### src/rtl/teclado_pkg.sv
// Shared definitions for the 4x4 keypad emulator and its scanner counterpart.
package teclado_pkg;

    localparam int unsigned KEYPAD_ROWS = 4;
    localparam int unsigned KEYPAD_COLS = 4;
    localparam int unsigned KEY_IDX_W   = 2;
    localparam int unsigned KEY_CODE_W  = 2 * KEY_IDX_W;

    // Press sequence, in playback order
    typedef enum logic [2:0] {
        IDLE       = 3'd0,
        BOUNCE_IN  = 3'd1,
        HOLD       = 3'd2,
        BOUNCE_OUT = 3'd3,
        GAP        = 3'd4
    } emu_state_t;

    typedef struct packed {
        logic [KEY_IDX_W-1:0] row;
        logic [KEY_IDX_W-1:0] col;
    } key_code_t;

    function automatic logic [KEYPAD_ROWS-1:0] row_onehot(input logic [KEY_IDX_W-1:0] r);
        logic [KEYPAD_ROWS-1:0] oh;
        oh    = '0;
        oh[r] = 1'b1;
        return oh;
    endfunction

endpackage

### src/rtl/module_teclado_fase_timer.sv
// Phase timer: counts cycles within one emulator phase and tracks bounce parity.
//   clk, rst     : clock, synchronous active-high reset
//   load_i       : restart the phase at k=0 on the next edge
//   last_i       : terminal count (phase length - 1) of the phase being entered
//   tc_o         : current cycle is the last of the phase
//   tog_next_o   : floor(k/BOUNCE_PERIOD) parity of the next cycle (combinational)
module module_teclado_fase_timer #(
    parameter int unsigned CNT_W         = 4,
    parameter int unsigned BOUNCE_PERIOD = 2
) (
    input  logic             clk,
    input  logic             rst,
    input  logic             load_i,
    input  logic [CNT_W-1:0] last_i,
    output logic             tc_o,
    output logic             tog_next_o
);

    localparam int unsigned PER_W = $clog2((BOUNCE_PERIOD > 2) ? BOUNCE_PERIOD : 2);
    localparam logic [PER_W-1:0] PER_LAST = PER_W'(BOUNCE_PERIOD - 1);

    logic [CNT_W-1:0] k_q, k_d;
    logic [CNT_W-1:0] last_q, last_d;
    logic [PER_W-1:0] p_q, p_d;
    logic             tog_q, tog_d;

    // Next count; the parity bit flips every BOUNCE_PERIOD cycles
    always_comb begin
        k_d    = k_q + CNT_W'(1);
        last_d = last_q;
        p_d    = (p_q == PER_LAST) ? '0 : p_q + PER_W'(1);
        tog_d  = (p_q == PER_LAST) ? ~tog_q : tog_q;
        if (load_i) begin
            k_d    = '0;
            last_d = last_i;
            p_d    = '0;
            tog_d  = 1'b0;
        end
    end

    always_ff @(posedge clk) begin
        if (rst) begin
            k_q    <= '0;
            last_q <= '0;
            p_q    <= '0;
            tog_q  <= 1'b0;
        end else begin
            k_q    <= k_d;
            last_q <= last_d;
            p_q    <= p_d;
            tog_q  <= tog_d;
        end
    end

    assign tc_o       = (k_q == last_q);
    assign tog_next_o = tog_d;

endmodule

### src/rtl/module_teclado_emulador.sv
// 4x4 matrix-keypad emulator: plays a timed, bouncing key press onto the row
// lines in response to the scanner's column drive.
//   clk, rst   : clock, synchronous active-high reset
//   key_code   : requested key {row[1:0], col[1:0]}
//   key_valid  : request valid; key_ready : idle, request accepted on valid&ready
//   col        : scanner column drive (active-high)
//   fila       : row sense (active-high, combinational from state and col)
//   pressed    : contact state; busy : request in progress
//   done       : one-cycle pulse on the first IDLE cycle after a request
module module_teclado_emulador
    import teclado_pkg::*;
#(
    parameter int unsigned BOUNCE_CYCLES = 8,
    parameter int unsigned BOUNCE_PERIOD = 2,
    parameter int unsigned HOLD_CYCLES   = 16,
    parameter int unsigned GAP_CYCLES    = 8
) (
    input  logic                   clk,
    input  logic                   rst,
    input  logic [KEY_CODE_W-1:0]  key_code,
    input  logic                   key_valid,
    output logic                   key_ready,
    input  logic [KEYPAD_COLS-1:0] col,
    output logic [KEYPAD_ROWS-1:0] fila,
    output logic                   pressed,
    output logic                   busy,
    output logic                   done
);

    localparam int unsigned MAX_BH  = (BOUNCE_CYCLES > HOLD_CYCLES) ? BOUNCE_CYCLES : HOLD_CYCLES;
    localparam int unsigned MAX_ALL = (MAX_BH > GAP_CYCLES) ? MAX_BH : GAP_CYCLES;
    localparam int unsigned CNT_W   = $clog2((MAX_ALL > 2) ? MAX_ALL : 2);

    localparam bit HAS_BOUNCE = (BOUNCE_CYCLES > 0);
    localparam bit HAS_GAP    = (GAP_CYCLES > 0);

    localparam logic [CNT_W-1:0] BOUNCE_LAST = HAS_BOUNCE ? CNT_W'(BOUNCE_CYCLES - 1) : '0;
    localparam logic [CNT_W-1:0] HOLD_LAST   = CNT_W'(HOLD_CYCLES - 1);
    localparam logic [CNT_W-1:0] GAP_LAST    = HAS_GAP ? CNT_W'(GAP_CYCLES - 1) : '0;

    emu_state_t       state_q, state_d;
    key_code_t        code_q, code_d;
    logic             contact_q, contact_d;
    logic             busy_q, ready_q, done_q;
    logic             load;
    logic [CNT_W-1:0] last;
    logic             tc;
    logic             tog_next;

    module_teclado_fase_timer #(
        .CNT_W        (CNT_W),
        .BOUNCE_PERIOD(BOUNCE_PERIOD)
    ) u_timer (
        .clk       (clk),
        .rst       (rst),
        .load_i    (load),
        .last_i    (last),
        .tc_o      (tc),
        .tog_next_o(tog_next)
    );

    // Next state and request latch; zero-length phases are skipped
    always_comb begin
        state_d = state_q;
        code_d  = code_q;
        unique case (state_q)
            IDLE: begin
                if (key_valid) begin
                    code_d  = key_code_t'(key_code);
                    state_d = HAS_BOUNCE ? BOUNCE_IN : HOLD;
                end
            end
            BOUNCE_IN:  if (tc) state_d = HOLD;
            HOLD:       if (tc) state_d = HAS_BOUNCE ? BOUNCE_OUT : (HAS_GAP ? GAP : IDLE);
            BOUNCE_OUT: if (tc) state_d = HAS_GAP ? GAP : IDLE;
            GAP:        if (tc) state_d = IDLE;
            default:    state_d = IDLE;
        endcase
        // Timer restarts on every state entry and is parked at zero while idle
        load = (state_d != state_q) || (state_q == IDLE);
    end

    // Contact level and phase length for the cycle being entered
    always_comb begin
        contact_d = 1'b0;
        last      = '0;
        unique case (state_d)
            BOUNCE_IN: begin
                last      = BOUNCE_LAST;
                contact_d = ~tog_next;
            end
            HOLD: begin
                last      = HOLD_LAST;
                contact_d = 1'b1;
            end
            BOUNCE_OUT: begin
                last      = BOUNCE_LAST;
                contact_d = tog_next;
            end
            GAP:     last = GAP_LAST;
            default: ;
        endcase
    end

    always_ff @(posedge clk) begin
        if (rst) begin
            state_q   <= IDLE;
            code_q    <= '0;
            contact_q <= 1'b0;
            busy_q    <= 1'b0;
            ready_q   <= 1'b1;
            done_q    <= 1'b0;
        end else begin
            state_q   <= state_d;
            code_q    <= code_d;
            contact_q <= contact_d;
            busy_q    <= (state_d != IDLE);
            ready_q   <= (state_d == IDLE);
            done_q    <= (state_q != IDLE) && (state_d == IDLE);
        end
    end

    // Row sense follows the scanner's column drive within the same cycle
    always_comb begin
        fila = '0;
        if (contact_q && col[code_q.col]) begin
            fila = row_onehot(code_q.row);
        end
    end

    assign pressed   = contact_q;
    assign busy      = busy_q;
    assign key_ready = ready_q;
    assign done      = done_q;

endmodule

### config.mk
export PLATFORM = sky130hd
export DESIGN_NAME = module_teclado_emulador
export DESIGN_NICKNAME = d
export VERILOG_FILES = /design/src/rtl/teclado_pkg.sv /design/src/rtl/module_teclado_fase_timer.sv /design/src/rtl/module_teclado_emulador.sv
export SDC_FILE = /design/constraint.sdc
export NUM_CORES = 1
export LEC_CHECK = 0
export ABC_AREA = 1
export BUFFER_PORTS_ARGS = -buffer_cell sky130_fd_sc_hd__buf_2
export CAP_MARGIN = 20
export CELL_PAD_IN_SITES_DETAIL_PLACEMENT = 1
export CELL_PAD_IN_SITES_GLOBAL_PLACEMENT = 2
export CORE_MARGIN = 4
export CORE_UTILIZATION = 33
export CTS_BUF_LIST = sky130_fd_sc_hd__clkbuf_8
export CTS_CLUSTER_DIAMETER = 150
export DETAILED_ROUTE_END_ITERATION = 10
export PLACE_DENSITY = 0.93
export RECOVER_POWER = 25
export SLEW_MARGIN = 10
export SYNTH_ARGS = -nofsm -noshare
export SYNTH_HDL_FRONTEND = slang
export SYNTH_SLANG_ARGS = --single-unit
### constraint.sdc
create_clock -name clk -period 3.6 [get_ports clk]
set_input_delay 0 -clock clk [delete_from_list [all_inputs] [get_ports clk]]
set_output_delay 0 -clock clk [all_outputs]
set_load 0.01 [all_outputs]
# After elaboration in Yosys (flattened, before gate mapping)

Cells that the tools add are included.

Word-level logic and storage cells: 55
Register bits after elaboration: 21

Bitwise gates (word level): 2
$add $sub $neg: 2
Multiplexer cells: 15
Equality and inequality tests: 10
$lt $le $gt $ge: 3
Reduce and logical (&&, ||, !) cells: 12

Operators with widths:

| operator                                                                             | number |
|---|---|
| 3-bit two-way mux                                                                    | 5 |
| 3-bit case mux with 5 select lines                                                   | 1 |
| 3-bit by 2-bit equality test with 1-bit output (second input constant)               | 4 |
| 4-bit case mux with 2 select lines                                                   | 1 |
| 3-bit by 1-bit equality test with 1-bit output (second input constant)               | 2 |
| 3-bit equality test (second input constant)                                          | 2 |
| 3-bit logical NOT                                                                    | 2 |
| 2-bit by 3-bit < comparator with 1-bit output (second input constant)                | 2 |
| 3-bit nonzero test                                                                   | 2 |
| 3-bit OR reduction                                                                   | 2 |
| 4-bit by 1-bit adder with 4-bit output (second input constant)                       | 1 |
| 4-bit equality test                                                                  | 1 |
| 1-bit two-way mux                                                                    | 4 |
| 4-bit two-way mux                                                                    | 1 |
| 1-bit logical AND                                                                    | 3 |
| 3-bit inequality test                                                                | 1 |
| 1-bit case mux with 3 select lines                                                   | 1 |
| 1-bit binary-select mux with 2-bit select                                            | 1 |
| 1-bit demux with 2-bit select                                                        | 1 |
| 2-bit by 1-bit greater-or-equal comparator with 1-bit output (second input constant) | 1 |
| 1-bit NOT                                                                            | 2 |
| 2-bit AND reduction                                                                  | 1 |
| 2-bit OR reduction                                                                   | 1 |
| 1-bit adder (second input constant)                                                  | 1 |
| 1-bit logical OR                                                                     | 1 |

# Depth between registers and ports, before layout

Gate-level depths: netlist of run 1.

Word-level depth: 8
Depth in mapped cells: 13
Mapped depth without buffers: 13

# By module

Synthesis of run 1 repeated with hierarchy kept, for this count alone.

Cells, all modules: 131
Area total of the unflattened synthesis: 980.9 µm²

Modules (own cells, without submodules):

| module                    | cells each | area an instance (µm²) | seq. area each (µm²) | times used |
|---|---|---|---|---|
| module_teclado_emulador   | 78         | 561.8                  | 220.2                | 1 |
| module_teclado_fase_timer | 53         | 419.2                  | 200.2                | 1 |

# Worst setup path after synthesis of run 1

No wires, ideal clock.

Path kind: reg2reg
Start: register u_timer.k_q[3]
End: register u_timer.last_q[2]
Path slack: 2226 ps
Data arrival time: 1258 ps
Cell stages (with the launch flop): 14
Required time: 3483 ps
Library setup time: 117 ps
Period minus slack after synthesis: 1374 ps
Path buffers: 0
Cell sequence: dfxtp_1 -> inv_1 -> nand2_1 -> nand2_1 -> nor2_4 -> nand3_2 -> nand2_2 -> nor2_4 -> nor2_8 -> nand2_2 -> nand2_2 -> nand2_1 -> nand3_1 -> o21ai_1

Cells in the longest elaborated chain, start to end: 6
Elaborated cells between the ends (all ways): 14
Classes of those cells: eq/ne (6); mux (6); reduce/logical (2)

Ends and longest elaborated chain:

| item                                        | line                            | RTL |
|---|---|---|
| start: declaration                          | module_teclado_fase_timer.sv:22 | `logic [CNT_W-1:0] k_q, k_d;` |
| start signal: assignment                    | module_teclado_fase_timer.sv:48 | `k_q <= k_d;` |
| 4-bit equality test (*)                     | module_teclado_fase_timer.sv:55 | `assign tc_o = (k_q == last_q);` |
| 3-bit two-way mux, on equally long branches | n/a                             |  |
| 3-bit case mux with 5 select lines (*)      | module_teclado_emulador.sv:66   | `unique case (state_q)` |
| 3-bit equality test (tied with other cells) | module_teclado_emulador.sv:87   | `unique case (state_d)` |
| 3-bit OR reduction (no line)                | n/a                             |  |
| 4-bit case mux with 2 select lines          | module_teclado_emulador.sv:87   |  |
| end signal: assignment                      | module_teclado_fase_timer.sv:49 | `last_q <= last_d;` |
| end: declaration                            | module_teclado_fase_timer.sv:23 | `logic [CNT_W-1:0] last_q, last_d;` |

Mark *: on every way between the ends. The rest lies on a longest branch, timed or not.
A chain may end at the register's enable or synchronous reset.

# Final worst setup path of run 1

Start: register state_q[0]
End: register u_timer.last_q[2]

Cells in the longest elaborated chain, start to end: 5
Elaborated cells between the ends (all ways): 19
Classes of those cells: eq/ne (9); mux (7); reduce/logical (3)

Ends and longest elaborated chain:

| item                                        | line                           | RTL |
|---|---|---|
| start: declaration                          | module_teclado_emulador.sv:41  | `emu_state_t state_q, state_d;` |
| start signal: assignment                    | module_teclado_emulador.sv:114 | `state_q <= state_d;` |
| 3-bit equality test (tied with other cells) | module_teclado_emulador.sv:66  |  |
| 3-bit case mux with 5 select lines          | module_teclado_emulador.sv:66  |  |
| 3-bit equality test (tied with other cells) | module_teclado_emulador.sv:87  |  |
| 3-bit OR reduction (no line)                | n/a                            |  |
| 4-bit case mux with 2 select lines          | module_teclado_emulador.sv:87  |  |

Parallel ways exist; a longest one is shown, timed or not.

==> impl_metrics.json, run 1 <==
{
  "n_antenna_cell": 0,
  "status": "complete, no violations",
  "fin_worst_skew_ns": 0.00577,
  "max_slew_margin": 0.817,
  "syn-num-nets": 128,
  "crit_slowest_cell": "dfxtp_1",
  "post-cts-setup-buffers": 0,
  "fp.dieArea_sq_mm": 0.00352,
  "nNetsFinal": 153,
  "fmax_ghz": 0.614,
  "fill_cells": 333,
  "area_delta_synth_final_pct": 21.6,
  "hpwl_um": 1610,
  "synth_compound_area_frac": 0.0862,
  "fp-row-count": 18,
  "initial_utilization": 0.348,
  "utilization": 0.423,
  "antenna_found_initial": 0,
  "rsz0062_at_grt": "no",
  "fin_crit_sh": 0.452,
  "synth_mux_area_frac": 0,
  "synth_top_family_by_area": "simple AND/OR/NAND/NOR gates",
  "clock_latency_ns": 0.26,
  "placed_area_sq_um": 998,
  "end_kind": "register",
  "grt_pass1_vias": 845,
  "viasPerCell": 4.73,
  "slew_viol_final": 0,
  "port_buffers": 18,
  "vias": 804,
  "firstDrtPassIters": 3,
  "fp.dieH_um": 59.4,
  "crit_required_ns": 3.78,
  "worst_pin_slew_ns": 0.274,
  "synth_seq_area_share": 0.437,
  "tritoncts": "built",
  "ys_warn_count": 0,
  "cts_sinks": 19,
  "crit_family": "simple AND/OR/NAND/NOR gates",
  "p_leak_nw": 0.485,
  "synth_seq_cells": 19,
  "layout_common_cells": "20 x nand2_1, 19 x nor2_1, 19 x dfxtp_1, 18 x inv_1, 14 x buf_2",
  "cp_common_cell": "nand2_2",
  "layout_setup_ws_ns": 1.97,
  "cp_num_buf_inv": 1,
  "ios": 19,
  "cp_slowest_stage_delay_ns": 0.48,
  "design_area_sq_mm": 0.00106,
  "layout-drive-gt1-share": 0.193,
  "irDropWorstVdd_uv": 248,
  "pre_cts_ws_ns": 1.98,
  "die_w_um": 59.4,
  "synth_xor_area_frac": 0.0302,
  "cts_made_buffers": 3,
  "routed_wl_um": 2060,
  "p_per_area_mw_per_mm2": 721,
  "crit_fanout": 8,
  "grt_pass1_wl_um": 3590,
  "cts_root_buf": "clkbuf_8",
  "critPathArrivalTime_ns": 1.81,
  "cts_max_path_buffers": 2,
  "tns_ns": 0,
  "final_common_cell": "nand2_1",
  "synth_area_sq_um": 871,
  "synth_cell_type_count": 21,
  "coreArea_sq_mm": 0.00250,
  "grt_overflow": 0,
  "r2r_slack_ns": 1.97,
  "multiInputGateArea_sq_um": 423,
  "synth-simple-area-share": 0.355,
  "clkTransAtPathRegs_ns": 0.07,
  "htreeDepth": 1,
  "syn_avg_cell_area_sq_um": 7.51,
  "synthAdderAreaFrac": 0.0144,
  "drc": 0,
  "maxCapViolations": 0,
  "drt_iter0_drc": 14,
  "crit_chain": "nor3_1 -> nand2_1 -> inv_1 -> nor2_8 -> nand2_2 -> nand2_2 -> nand3_4 -> o21ai_1",
  "setup_viol": 0,
  "place.gp.congestion": 0.801,
  "hp-class": "in2reg",
  "fin_crit_ns": 1.63,
  "synth_cells": 116,
  "hold_viol": 0,
  "critPathLaunchType": "register",
  "regArea_sq_um": 380,
  "track_usage": 0.134,
  "dp.cells": 164,
  "fin_cells": 170,
  "drtAntennaViolNets": 0,
  "grt_max_degree": 11,
  "path_class": "reg2reg",
  "wl_per_cell_um": 12.1
}
stage by stage:
stage | total power [mW] | hold slack, ns
after floorplan | 0.542 | 0.0691
after global placement | 0.613 | 0.253
after detailed placement | 0.625 | 0.265
after CTS | 0.779 | 0.0387
after global routing | 0.838 | 0.0536
final | 0.763 | 0.0343
what timing repair did:
item	in CTS	in global routing
hold buffers	2	0
gates resized for setup	0	0
hold endpoints to repair	3	0
path summary, 6_finish.rpt:
kind	startpoint	end	depth (start not counted)
worst min register to register	u_timer.p_q$_SDFF_PP0_	u_timer.p_q$_SDFF_PP0_	1
worst max register to register	state_q[0]$_SDFF_PP0_	u_timer.last_q[2]$_SDFFE_PP0P_	8
worst max-delay path	state_q[0]$_SDFF_PP0_	u_timer.last_q[2]$_SDFFE_PP0P_	8
worst min-delay path	key_code[0]	code_q[0]$_SDFFE_PP0P_	3
layout make-up:
cell class,count,share of cell area
flip-flops and latches,19,0.359
well taps,30,0.0355
inverters,18,0.0638
multi-input cells,79,0.400
repair buffers,20,0.0993
clock inverters,1,0.00355
clock buffers,3,0.0390
report_power, final:
group | switching (mW) | leakage (nW) | internal, mW
clock | 0.0702 | 0.0269 | 0.0758
combinational | 0.211 | 0.302 | 0.111
sequential | 0.0364 | 0.156 | 0.258
flip-flops by register name (all words and copies together), names as in the netlist:
signal / flops
code_q: 4
pressed: 1
u_timer.last_q: 2
busy: 1
u_timer.tog_q: 1
key_ready: 1
u_timer.p_q: 1
u_timer.k_q: 4
state_q: 3
done: 1
cell families after synthesis:
logic type | count (synthesis)
simple gates | 61
flops | 19
xor+xnor | 3
buf+inv | 18
compound gates | 14
fa+ha+maj | 1
Yosys cell counts, drive strengths merged:
master,number,area (sq um)
ha,1,12.5
dfxtp,19,380
inv,18,67.6
a31oi,1,6.26
xor2,1,8.76
nor3,6,30.0
nand3b,1,7.51
o32ai,1,8.76
nand2,24,100
xnor2,2,17.5
a21oi,5,25.0
o21ai,7,35.0
nor2,22,114
nand3,8,57.6
metal layers:
metal | vias up | track usage | routed length, um
li1 | 411 | - | -
met3 | 2 | 0.0283 | 116
met4 | 0 | 0.0485 | 14
met5 | - | 0 | 0
met2 | 14 | 0.237 | 1090
met1 | 377 | 0.158 | 843
worst min-delay path, cell delays in order:
cell and delay [ns]:
buf_2 0.07, o21ai_0 0.08, a21oi_1 0.10
No activity file was read; power rests on OpenSTA's default activity.
==> inputs of run 2 (changes only) <==
--- a/config.mk
+++ b/config.mk
@@ -11,11 +11,11 @@
 export CELL_PAD_IN_SITES_DETAIL_PLACEMENT = 1
 export CELL_PAD_IN_SITES_GLOBAL_PLACEMENT = 2
 export CORE_MARGIN = 4
-export CORE_UTILIZATION = 33
+export CORE_UTILIZATION = 27
 export CTS_BUF_LIST = sky130_fd_sc_hd__clkbuf_8
 export CTS_CLUSTER_DIAMETER = 150
 export DETAILED_ROUTE_END_ITERATION = 10
-export PLACE_DENSITY = 0.93
+export PLACE_DENSITY = 0.83
 export RECOVER_POWER = 25
 export SLEW_MARGIN = 10
 export SYNTH_ARGS = -nofsm -noshare
==> constraint.sdc (replaced) <==
create_clock -name clk -period 1.41 [get_ports clk]
set_input_delay 0 -clock clk [delete_from_list [all_inputs] [get_ports clk]]
set_output_delay 0 -clock clk [all_outputs]
set_load 0.01 [all_outputs]
==> run 2 against run 1 <==
  * The run now ends with negative setup slack left
  * Die area is 19% higher
  * Fmax is 9.5% higher
  * Cell count is 16% higher
  * Combinational power grew to 3.4 times the previous value
  * Critical path depth is 5 higher
  * Cell area is 20% higher
  * Power grew to 3.0 times the previous value
  * Non-clock buffer count is 14 higher
==> impl_metrics.json, run 2 (synthesized netlist as in run 1, its figures left out) <==
{
  "fmax_ghz": 0.672,
  "drtAntennaViolNets": 0,
  "holdPathEnd": "code_q[0]$_SDFFE_PP0P_",
  "n_antenna_cell": 0,
  "setup_viol": 8,
  "grt_use_met3": 0.0364,
  "track_usage": 0.109,
  "dp.cells": 190,
  "failed_checks": "negative setup slack",
  "p_leak_nw": 0.577,
  "layout_setup_ws_ns": -0.0773,
  "worst_pin_slew_ns": 0.279,
  "coreArea_sq_mm": 0.00308,
  "max_slew_margin": 0.814,
  "p_total_mw": 2.25,
  "largest_registers": "code_q (4), u_timer.k_q (4), state_q (3)",
  "area_delta_synth_final_pct": 46.1,
  "place.gp.congestion": 0.801,
  "crit_required_ns": 1.55,
  "crit_slowest_cell": "dfxtp_2",
  "fp.dieH_um": 64.8,
  "r2r_cells": 13,
  "worstHoldStart": "key_code[0]",
  "p_per_area_mw_per_mm2": 1770,
  "wl_per_cell_um": 10.8,
  "fin_cells": 198,
  "cp_num_buf_inv": 1,
  "firstDrtPassIters": 2,
  "cts_max_path_buffers": 2,
  "fin_worst_skew_ns": 0.00501,
  "grtUsageMet1": 0.110,
  "critPathArrivalTime_ns": 1.63,
  "cp_common_cell": "nand2_2",
  "rsz0062_at_grt": "yes",
  "use_met2": 0.209,
  "crit_family": "simple AND/OR/NAND/NOR gates",
  "top_usage_layer": "met2",
  "grt_pass1_vias": 873,
  "reg2reg_from": "u_timer.k_q[3]$_SDFF_PP0_",
  "drc": 0,
  "hold_viol": 0,
  "min_path_cells": 3,
  "nNetsFinal": 167,
  "htreeDepth": 1,
  "critPathLaunchType": "register",
  "grt_overflow": 0,
  "final_common_cell": "nor2_1",
  "fin_crit_ns": 1.49,
  "r2r_slack_ns": -0.08,
  "path_class": "reg2reg",
  "placed_area_sq_mm": 0.00111,
  "cp_slowest_stage_delay_ns": 0.36,
  "vias": 844,
  "crit_fanout": 5,
  "grt_max_degree": 12,
  "die_w_um": 64.8,
  "slew_viol_final": 0,
  "hold_slack_ns": 0.0396,
  "status": "finished with violations",
  "drt_iter0_drc": 7,
  "grt_pass1_wl_um": 3550,
  "viasPerCell": 4.26,
  "layout-drive-gt1-share": 0.468,
  "initial_utilization": 0.283,
  "clkTransAtPathRegs_ns": 0.07,
  "cts_sinks": 19,
  "fp.dieArea_sq_mm": 0.00420,
  "port_buffers": 18,
  "design_area_sq_mm": 0.00127,
  "fin_crit_sh": 1.05,
  "tritoncts": "built",
  "fp-row-count": 20,
  "end_kind": "register",
  "irDropWorstVdd_uv": 546,
  "crit_chain": "inv_2 -> nand2_2 -> nand2_2 -> nor2_4 -> nand3_2 -> nand2_2 -> nor2_4 -> nor2_8 -> nand2_4 -> nand2_4 -> nand2_2 -> nand3_1 -> o21ai_1",
  "maxCapViolations": 0,
  "cts_root_buf": "clkbuf_8",
  "layout_common_cells": "18 x nor2_1, 16 x buf_2, 14 x buf_4, 13 x inv_1, 13 x nand2_1",
  "clock_latency_ns": 0.26,
  "routed_wl_um": 2140,
  "cts_made_buffers": 3,
  "tns_ns": -0.301,
  "antenna_found_initial": 0,
  "hpwl_um": 1740,
  "r2r-end": "u_timer.last_q[3]$_SDFFE_PP0P_",
  "hp-class": "in2reg",
  "ios": 19,
  "fill_cells": 404
}
[run 2: worst max path at each step]
stage | from | endpoint | slack [ns] | depth (start not counted)
floorplan | u_timer.k_q[3]$_SDFF_PP0_ | u_timer.last_q[2]$_SDFFE_PP0P_ | 0.04 | 13
global placement | u_timer.last_q[2]$_SDFFE_PP0P_ | u_timer.last_q[3]$_SDFFE_PP0P_ | -0.12 | 11
detailed placement | u_timer.last_q[2]$_SDFFE_PP0P_ | u_timer.last_q[3]$_SDFFE_PP0P_ | -0.15 | 11
CTS | u_timer.k_q[3]$_SDFF_PP0_ | u_timer.last_q[3]$_SDFFE_PP0P_ | -0.08 | 12
global route | u_timer.k_q[3]$_SDFF_PP0_ | u_timer.last_q[3]$_SDFFE_PP0P_ | -0.22 | 12
finish | u_timer.k_q[3]$_SDFF_PP0_ | u_timer.last_q[3]$_SDFFE_PP0P_ | -0.08 | 13
[run 2: metrics by stage]
stage / utilization / setup slack, ns
5_1_grt: 0.413 / -0.218
3_5_place_dp: 0.359 / -0.145
6_report: 0.413 / -0.0773
4_1_cts: 0.393 / -0.0844
3_3_place_gp: 0.359 / -0.122
2_1_floorplan: - / 0.0358
[run 2: layout make-up]
cell class                 instances  area (sq um)  share of cell area
clock buffer                       3          41.3              0.0324
clock inverter                     1          5.00             0.00393
inverter                          18          67.6              0.0531
multi-input combinational         79           499               0.392
sequential                        19           392               0.308
tap                               44          55.1              0.0433
timing repair buffer              34           213               0.167
[run 2: tightest hold or removal path, cell delays in order]
cell	delay (ns)
buf_2	0.08
o21ai_0	0.08
a21oi_1	0.11
[run 2: metal layers]
metal  part of all wire  vias up
met1               0.39      384
met5                  0        -
met2               0.54       17
met3              0.061        3
li1                   -      440
met4             0.0098        0
[run 2: repair_timing]
item                                    in CTS  in global routing
endpoints found under the hold margin        4                  0
endpoints found under the setup margin      15                 16
resized for setup                           14                 17
pin swaps                                    4                  3
buffers inserted                             1                  1
hold buffers                                 2                  0
[run 2: report_power, final]
part | internal, mW | switching, mW
sequential | 0.673 | 0.0998
clock | 0.196 | 0.183
combinational | 0.463 | 0.636
==> inputs of run 3 (changes only) <==
--- a/config.mk
+++ b/config.mk
@@ -11,7 +11,7 @@
 export CELL_PAD_IN_SITES_DETAIL_PLACEMENT = 1
 export CELL_PAD_IN_SITES_GLOBAL_PLACEMENT = 2
 export CORE_MARGIN = 4
-export CORE_UTILIZATION = 27
+export CORE_UTILIZATION = 28
 export CTS_BUF_LIST = sky130_fd_sc_hd__clkbuf_8
 export CTS_CLUSTER_DIAMETER = 150
 export DETAILED_ROUTE_END_ITERATION = 10
@@ -20,4 +20,5 @@
 export SLEW_MARGIN = 10
 export SYNTH_ARGS = -nofsm -noshare
 export SYNTH_HDL_FRONTEND = slang
+export SYNTH_HIERARCHICAL = 1
 export SYNTH_SLANG_ARGS = --single-unit
==> run 3 against run 2 <==
  * The flow still finishes with violations (negative setup slack)
  * Cell area is 20% higher
  * Global-route usage is 2.4 points higher
  * Core utilization is 3.9 points higher
  * Combinational power is 53% higher
  * Critical endpoint is now pressed$_SDFF_PP0_
  * Largest cell class unchanged
==> impl_metrics.json, run 3 <==
{
  "ys_warn_count": 6,
  "r2r-end": "pressed$_SDFF_PP0_",
  "hold_viol": 0,
  "tritoncts": "built",
  "coreArea_sq_mm": 0.00336,
  "cts_sinks": 21,
  "fmax_ghz": 0.578,
  "htreeDepth": 1,
  "largest_registers": "code_q (4), u_timer/k_q (4), u_timer/last_q (4)",
  "synth-simple-area-share": 0.325,
  "setup_viol": 14,
  "ios": 19,
  "cp_num_buf_inv": 3,
  "synth_cells": 131,
  "grt_max_degree": 13,
  "reg2reg_from": "u_timer/last_q[2]$_SDFFE_PP0P_",
  "fin_crit_sh": 1.23,
  "hp-class": "in2reg",
  "n_antenna_cell": 0,
  "r2r_slack_ns": -0.32,
  "fin_crit_ns": 1.73,
  "synth_area_sq_um": 981,
  "synth_most_common_cell": "nor2_1",
  "path_depth": 14,
  "tns_ns": -3.54,
  "synth_edf_count": 0,
  "synthTopCellsByArea": "dfxtp_1 43%, nor2_1 9.6%, nand2_1 6.5%",
  "vias": 967,
  "clkTransAtPathRegs_ns": 0.08,
  "crit_chain": "xnor2_2 -> nand2_2 -> nor2_4 -> nand2_2 -> nand2_2 -> inv_2 -> nand2_2 -> nand2_4 -> inv_4 -> o21ai_4 -> nor2_2 -> inv_2 -> a21oi_1 -> nor2_1",
  "synth-async-reset-ratio": 0,
  "fin_cells": 221,
  "layout_common_cells": "18 x nor2_1, 17 x buf_4, 16 x buf_2, 13 x dfxtp_1",
  "place.gp.congestion": 0.910,
  "crit_required_ns": 1.57,
  "grt_pass1_wl_um": 4530,
  "cp_common_cell": "nand2_2",
  "synth_compound_area_frac": 0.108,
  "cts_made_buffers": 3,
  "nNetsFinal": 188,
  "synth_cell_type_count": 21,
  "worst_pin_slew_ns": 0.272,
  "final_common_cell": "nor2_1",
  "critPathArrivalTime_ns": 1.89,
  "fp.dieH_um": 67.2,
  "cts_max_path_buffers": 2,
  "max_slew_margin": 0.817,
  "crit_fanout": 3,
  "cts_hold_buf": 0,
  "port_buffers": 18,
  "status": "finished with violations",
  "hpwl_um": 1960,
  "track_usage": 0.133,
  "fin_worst_skew_ns": 0.00230,
  "synthAdderAreaFrac": 0.0128,
  "synth_seq_area_share": 0.429,
  "slew_viol_final": 0,
  "fp.dieArea_sq_mm": 0.00451,
  "maxCapViolations": 0,
  "synth_common_cells": "25 x nor2_1, 21 x dfxtp_1, 17 x nand2_1, 16 x inv_1, 8 x a21oi_1",
  "cp_slowest_stage_delay_ns": 0.34,
  "synth_top_family_by_area": "simple AND/OR/NAND/NOR gates",
  "crit_slowest_cell": "dfxtp_2",
  "dp.cells": 210,
  "grt_pass1_vias": 1039,
  "layout-drive-gt1-share": 0.583,
  "viasPerCell": 4.38,
  "drc": 0,
  "cts_root_buf": "clkbuf_8",
  "grt_overflow": 0,
  "area_delta_synth_final_pct": 55.1,
  "synth_mux_area_frac": 0,
  "end_kind": "register",
  "ys.flop_type": "dfxtp_1",
  "die_w_um": 67.2,
  "fp-row-count": 21,
  "yosys.area.top_type": "dfxtp_1",
  "p_leak_nw": 0.671,
  "wl_per_cell_um": 12.1,
  "r2r_cells": 14,
  "firstDrtPassIters": 3,
  "p_per_area_mw_per_mm2": 1940,
  "drtAntennaViolNets": 0,
  "antenna_found_initial": 0,
  "startpoint": "u_timer/last_q[2]$_SDFFE_PP0P_",
  "synth_seq_cells": 21,
  "synth_xor_area_frac": 0.0357,
  "p_total_mw": 2.95,
  "initial_utilization": 0.292,
  "clock_latency_ns": 0.26,
  "crit_family": "simple AND/OR/NAND/NOR gates",
  "layout_setup_ws_ns": -0.321,
  "synth_top_area_frac": 0.429,
  "failed_checks": "negative setup slack",
  "irDropWorstVdd_uv": 782,
  "drt_iter0_drc": 15,
  "syn-num-nets": 143,
  "rsz0062_at_grt": "yes",
  "path_class": "reg2reg",
  "syn_avg_cell_area_sq_um": 7.49,
  "routed_wl_um": 2680,
  "critPathLaunchType": "register",
  "cp-endpoint": "pressed$_SDFF_PP0_"
}
## run 3: changes by cell type after synthesis, sizes merged, moves of 2 or more
| cell | before | now |
|---|---|---|
| dfxtp | 19 | 21 |
| nor2 | 22 | 29 |
| inv | 18 | 22 |
| o21ai | 7 | 10 |
| xnor2 | 2 | 4 |
| nand3 | 8 | 5 |
| a21oi | 5 | 9 |
## run 3: kinds of logic (layout without fill, tap and decap cells)
family | Yosys count | count (layout)
AND/OR/NAND/NOR | 63 | 63
AO/OA/AOI/OAI | 20 | 20
adder cells (fa/ha/maj) | 1 | 1
buffers and inverters | 22 | 66
XOR/XNOR | 4 | 4
flip-flops | 21 | 21
## run 3: final cells by class
cell class | count | area [sq um]
multi-input combinational | 88 | 612
sequential | 21 | 430
tap | 46 | 57.6
clock inverter | 1 | 5.00
inverter | 22 | 95.1
clock buffer | 3 | 41.3
fill | 427 | 1840
timing repair buffer | 40 | 280
## run 3: power breakdown
part           internal, mW  leakage [nW]  switching [mW]  total, mW
Clock                 0.197        0.0255           0.204      0.401
Combinational         0.784         0.470           0.896       1.68
Sequential            0.754         0.176           0.114      0.868
## run 3: layer usage
metal	wire [um]	share of wire	vias to the layer above	GRT usage
li1	-	-	498	-
met1	1080	0.40	446	0.138
met2	1450	0.54	21	0.259
met3	139	0.052	2	0.0366
met4	12	0.0045	0	0.0329
met5	0	0	-	0
## run 3: worst min path at each step
stage,start,to,slack [ns],cells after the start
CTS,rst,state_q[0]$_SDFF_PP0_,0.007,2
finish,rst,state_q[0]$_SDFF_PP0_,0.03,2
global placement,rst,state_q[2]$_SDFF_PP0_,0.29,2
global route,rst,state_q[0]$_SDFF_PP0_,0.03,2
detailed placement,key_code[2],code_q[2]$_SDFFE_PP0P_,0.30,3
floorplan,rst,state_q[0]$_SDFF_PP0_,0.07,1
## run 3: timing repair
action / 4_1_cts / 5_1_grt
pin swaps: 23 / 18
buffers inserted: 7 / 6
endpoints found under the setup margin: 16 / 21
gates resized for setup: 18 / 35
## run 3: metrics by stage
step / util / setup slack (ns) / hold slack (ns) / instance area (sq um)
floorplan: - / -0.161 / 0.0721 / 993
global placement: 0.376 / -0.244 / 0.291 / 1270
detailed placement: 0.376 / -0.334 / 0.296 / 1270
CTS: 0.417 / -0.330 / 0.00656 / 1400
global route: 0.452 / -0.439 / 0.0284 / 1520
finish: 0.452 / -0.321 / 0.0254 / 1520
